`src/rtl/x1_out_misr.sv`:
```
`default_nettype none
// +--------------------------------------------------------------------------+
// | x1_out_misr : MISR response compactor for the x1 block's 35-bit output.   |
// | Revision    : 1.0                                                         |
// +--------------------------------------------------------------------------+
module x1_out_misr #(
  parameter int                WIDTH = 35,
  parameter int                CNT_W = 16,
  parameter logic [WIDTH-1:0]  POLY  = 35'h0_0000_0005,
  parameter logic [WIDTH-1:0]  SEED  = 35'h0
) (
  input  logic             clk,
  input  logic             rst_n,
  input  logic             start,
  input  logic [CNT_W-1:0] num_vec,
  input  logic             abort,
  input  logic [WIDTH-1:0] po_vec,
  input  logic             in_valid,
  output logic             in_ready,
  output logic [WIDTH-1:0] sig,
  output logic             sig_valid,
  input  logic             sig_ack,
  output logic             busy,
  output logic [CNT_W-1:0] vec_cnt
);

  typedef enum logic [1:0] {
    IDLE = 2'd0,
    RUN  = 2'd1,
    DONE = 2'd2
  } state_t;

  state_t           state;
  logic [CNT_W-1:0] remaining;
  logic             accept;
  logic [WIDTH-1:0] misr_next;

  assign in_ready  = (state == RUN);
  assign busy      = (state == RUN);
  assign sig_valid = (state == DONE);
  assign accept    = in_valid & in_ready;

  // Shift toward the MSB; the bit shifted out selects the feedback taps.
  assign misr_next = {sig[WIDTH-2:0], 1'b0} ^ (sig[WIDTH-1] ? POLY : '0) ^ po_vec;

  always_ff @(posedge clk or negedge rst_n) begin
    if (!rst_n) begin
      state     <= IDLE;
      sig       <= SEED;
      vec_cnt   <= '0;
      remaining <= '0;
    end else if (abort) begin
      state     <= IDLE;
      sig       <= SEED;
      vec_cnt   <= '0;
      remaining <= '0;
    end else begin
      case (state)
        IDLE: begin
          if (start) begin
            sig       <= SEED;
            vec_cnt   <= '0;
            remaining <= num_vec;
            state     <= (num_vec == '0) ? DONE : RUN;
          end
        end
        RUN: begin
          if (accept) begin
            sig       <= misr_next;
            vec_cnt   <= vec_cnt + CNT_W'(1);
            remaining <= remaining - CNT_W'(1);
            if (remaining == CNT_W'(1)) state <= DONE;
          end
        end
        DONE: begin
          // An ack takes precedence; a start here is simply dropped.
          if (sig_ack) state <= IDLE;
        end
        default: state <= IDLE;
      endcase
    end
  end

endmodule
`default_nettype wire

```
`config.mk`:
```
export PLATFORM = sky130hd
export DESIGN_NAME = x1_out_misr
export DESIGN_NICKNAME = d
export VERILOG_FILES = /design/src/rtl/x1_out_misr.sv
export SDC_FILE = /design/constraint.sdc
export NUM_CORES = 1
export LEC_CHECK = 0
export ABC_AREA = 1
export BUFFER_PORTS_ARGS = -buffer_cell sky130_fd_sc_hd__buf_2
export CAP_MARGIN = 15
export CORE_ASPECT_RATIO = 1.25
export CORE_MARGIN = 1.5
export CORE_UTILIZATION = 25
export CTS_CLUSTER_DIAMETER = 40
export DETAILED_ROUTE_END_ITERATION = 8
export PLACE_DENSITY = 0.53
export SETUP_SLACK_MARGIN = 0.05
export SYNTH_ARGS = -nofsm -noshare
export SYNTH_HDL_FRONTEND = slang
export SYNTH_SLANG_ARGS = --single-unit
```
`constraint.sdc`:
```
create_clock -name clk -period 1.6 [get_ports clk]
set_input_delay 0.16 -clock clk [delete_from_list [all_inputs] [get_ports clk]]
set_output_delay 0.16 -clock clk [all_outputs]
set_load 0.01 [all_outputs]
```
# Yosys cells after proc, flatten, opt, wreduce, memory -nomap -nowiden
# Index checks and enable logic that the tools add are counted.
# word_totals
reg_bits	69
input_bits	57
out_inout_bits	54
wordCells	41
# op_classes
add_sub_neg	2
eq_ne	7
mux	20
n_bitwise	3
reduce_logical	5
# ops
op	count
$mux W35	3
$mux W16	6
$pmux W35 S2	1
$pmux W16 S2	2
$xor A35 B3 Y35	1
$xor A35 B35 Y35	1
$add A16 B1 Y16 const B	1
$eq A16 B1 Y1 const B	1
$logic_not A16 Y1	1
$sub A16 B1 Y16 const B	1
$mux W2	6
$ne A3 B2 Y1 const B	3
$pmux W2 S3	1
$reduce_and A4 Y1	1
$mux W3	1
$ne A3 B3 Y1 const B	1
$reduce_and A3 Y1	1
$reduce_bool A3 Y1	1
$eq A2 B1 Y1 const B	1
$eq A2 B2 Y1 const B	1
$logic_not A2 Y1	1
$and A1 B1 Y1	1

# Depth between registers and ports, before layout
# depth
word_depth	6
mapped_depth	9
mapped_depth_nobuf	9

# Least setup slack after synthesis
# OpenSTA, ideal clock, no wires.
# synth_path
kind	register to register
startpoint	register remaining[0]
endpoint	register remaining[14]
arrival_time_ps	1254
slack_ps	220
stages_incl_launch_ff	10
path_buffers	0
synth_period_minus_slack_ps	1380
cell_sequence	dfrtp_1 -> inv_1 -> ha_1 -> nand2_1 -> nor2_1 -> nand2_1 -> nand2_1 -> nand3_1 -> nand2_1 -> o21ai_0
# synth_between
elab_chain_len	4
# synth_lines
item	line_no	text
start, declared	34	logic [CNT_W-1:0] remaining;
start signal, assigned	63	remaining <= num_vec;
start signal, assigned	71	remaining <= remaining - CNT_W'(1);
$sub A16 B1 Y16	71	
$mux W16	68	if (accept) begin
$pmux W16 S2	58	case (state)
$mux W16	52	end else if (abort) begin
# Every way passes these cells. The select of a mux whose other input is x is not followed.
# A chain may end at the register's enable or synchronous reset.

# Final worst setup path
# layout_path
startpoint	register state[0]
endpoint	register vec_cnt[1]
# layout_between
elab_chain_len	4
# layout_lines
item	line_no	text
start, declared	33	state_t state;
start signal, assigned	64	state <= (num_vec == '0) ? DONE : RUN;
$eq A2 B1 Y1	38, 58	
$and A1 B1 Y1	41	assign accept = in_valid & in_ready;
$ne A3 B2 Y1 (no source line)	n/a	
$reduce_and A3 Y1 (no source line)	n/a	
end signal, assigned	70	vec_cnt <= vec_cnt + CNT_W'(1);
end, declared	24	output logic [CNT_W-1:0] vec_cnt
# Several ways; a longest one is shown, not always the timed one.

==> results_dict.tcl <==
set metrics [dict create \
    synth_cells 483 \
    dpl_cell_area_mm2 0.00465 \
    synth_compound_area_share_pct 12.6 \
    path_class "reg -> reg" \
    num_io_pins 111 \
    htree_num_levels 3 \
    netlist_area_mm2 0.00381 \
    drc 0 \
    synthesis.nets 543 \
    relSlewSlack_pct 74.9 \
    synth_mux_area_share_pct 0 \
    finalWirelength_um 10700 \
    grt_pass1_vias 3505 \
    grt_pass1_wl_um 16900 \
    peakVddDrop_mv 0.498 \
    antenna_cells 0 \
    period_minus_slack_ps 1490 \
    root_buffer "clkbuf_16" \
    ys_ff_latch 69 \
    yosysWarnings 0 \
    instances_no_fill 799 \
    setup_viol 0 \
    p_leak_uw 0.00249 \
    timing.setup.tns_ps 0 \
    rows 50 \
    via_count 3592 \
    final_common_cell "nand2_1" \
    cp.required_ps 1820 \
    drv_cap 0 \
    ys_types 27 \
    core_area_mm2 0.0150 \
    synth_top_family_by_area "simple AND/OR/NAND/NOR gates" \
    crit_path_end_kind "flip-flop" \
    portBuffers 110 \
    grt_antenna_before_repair 0 \
    pwr_density_cell_mw_per_mm2 1570 \
    die_w_um 113 \
    clock_tree.buffer_depth 2 \
    grt_max_degree 39 \
    synth_fa_ha_area_share_pct 0.984 \
    cp_cell_sequence "buf_6 -> nand3_4 -> nand3_4 -> buf_6 -> clkbuf_16 -> a22o_1" \
    grt_usage_pct 13.4 \
    first_pass_iters 4 \
    avgSynthCellArea_um2 7.90 \
    dp_hpwl_um 7880 \
    fill_cells 1602 \
    fin_crit_sh_pct 92.9 \
    clock_latency_ps 340 \
    initial_core_util_pct 25.5 \
    hold_ws_ps 122 \
    nNetsFinal 672 \
    critical-path-slowest-cell "dfrtp_1" \
    die_area_mm2 0.0160 \
    syn2layout_area_growth_pct 33.3 \
    rsz0062_at_grt "yes" \
    cts_buffers 9 \
    status "complete, no violations" \
    clkTransAtPathRegs_ps 60 \
    fin_skew_ps 5.94 \
    fmax_mhz 673 \
    viasPerCell 4.50 \
    worstPathArrival_ps 1700 \
    synth_xor_area_share_pct 9.41 \
    start_kind "flip-flop" \
    hold_violations 0 \
    post_drt_wl_per_cell_um 13.3 \
    slew_violations 0 \
    cts_tree "yes" \
    gr-total-overflow 0 \
    worst_pin_slew_ps 377 \
    ys_seq_area_share_pct 45.3 \
    ant_nets 0 \
    fin_area_mm2 0.00508 \
    layout_common_cells "nand2_1, buf_2, dfrtp_1" \
    gp_congestion 0.836 \
    synthSimpleGateAreaFrac_pct 24.0 \
    cts_num_sinks 69 \
    worstPathMaxFanout 19 \
    dp.cells 774 \
    drive_gt1_share_pct 27.6 \
    die_height_um 141 \
    min_path_type "in -> reg" \
    drt_iter0_markers 108 \
    max_stage_delay_ps 430 \
]
-- path summary, 6_finish.rpt --
path	depth (start not counted)	slack [ps]	to	from
min in group asynchronous	2	240	sig[16]	rst_n
worst min-delay path	3	120	sig[11]	po_vec[11]
worst max register to register	6	110	vec_cnt[1]	state[0]
max in group asynchronous	3	800	vec_cnt[1]	rst_n
worst min register to register	1	520	vec_cnt[5]	vec_cnt[5]
worst max-delay path	6	110	vec_cnt[1]	state[0]
-- report_power, final --
part           switching (µW)  internal (µW)  total, µW
registers                 462           2150       2610
logic                    1900           1350       3250
clock network             744           1360       2100
-- per-layer routing --
metal  track usage, %  wire length, µm  up-vias
li1                 -                -     1802
met1             16.7             4740     1705
met2             22.3             5360       74
met3             3.35              391       11
met4             5.33              171        0
met5                0                0        -
-- synth_stat cells (all sizes together) --
master  instances  share of area (%)
o211ai          2               0.39
inv            48                4.7
nand4           5               0.82
dfrtp          69                 45
nand2         117                 12
o22ai           3               0.49
xnor2          36                8.3
o21ai          68                8.9
a22o            1               0.23
nand3          23                3.5
xor2            5                1.1
nor3b           1               0.20
nor2           68                7.7
ha              3               0.98
a21oi          18                2.4
buf            15                3.0
o31ai           1               0.20
-- through the flow --
| step | total power, µW | utilization (%) | setup slack, ps |
|---|---|---|---|
| after floorplan | 4600 | - | 220 |
| after global placement | 5620 | 31.1 | 142 |
| after detailed placement | 5690 | 31.1 | 93.3 |
| after CTS | 7870 | 33.3 | 76.1 |
| after global routing | 8570 | 34.0 | 24.5 |
| final | 7970 | 34.0 | 113 |
-- what timing repair did --
action | in CTS | in global routing
endpoints found under the setup margin | 2 | 46
pin swaps | 0 | 2
hold buffers | 1 | 0
gates cloned | 0 | 1
hold endpoints to repair | 47 | 0
buffers inserted | 1 | 6
resized for setup | 0 | 12
-- logic make-up after synthesis --
logic type,count (synthesis)
simple gates,214
flops,69
buf+inv,63
compound gates,93
fa+ha+maj,3
xor+xnor,41
-- worst max-delay path, delay by kind of cell (launching register included) --
| kind | cells | cell delay, ps |
|---|---|---|
| AO/OA/AOI/OAI | 1 | 240 |
| buffers and inverters | 3 | 480 |
| flip-flops | 1 | 430 |
| AND/OR/NAND/NOR | 2 | 220 |
-- layout make-up --
class / count / area, µm² / area share, %
well taps: 182 / 228 / 4.48
flip-flops and latches: 69 / 1730 / 34.0
multi-input cells: 351 / 1830 / 35.9
clock buffers: 11 / 233 / 4.58
clock inverters: 5 / 75.1 / 1.48
inverters: 48 / 180 / 3.54
repair buffers: 133 / 816 / 16.0
-- registers in the layout, summed over array words and instances (netlist names) --
register and count:
sig 35, vec_cnt 16, remaining 16, state 2
(Power assumes the default switching activity.)
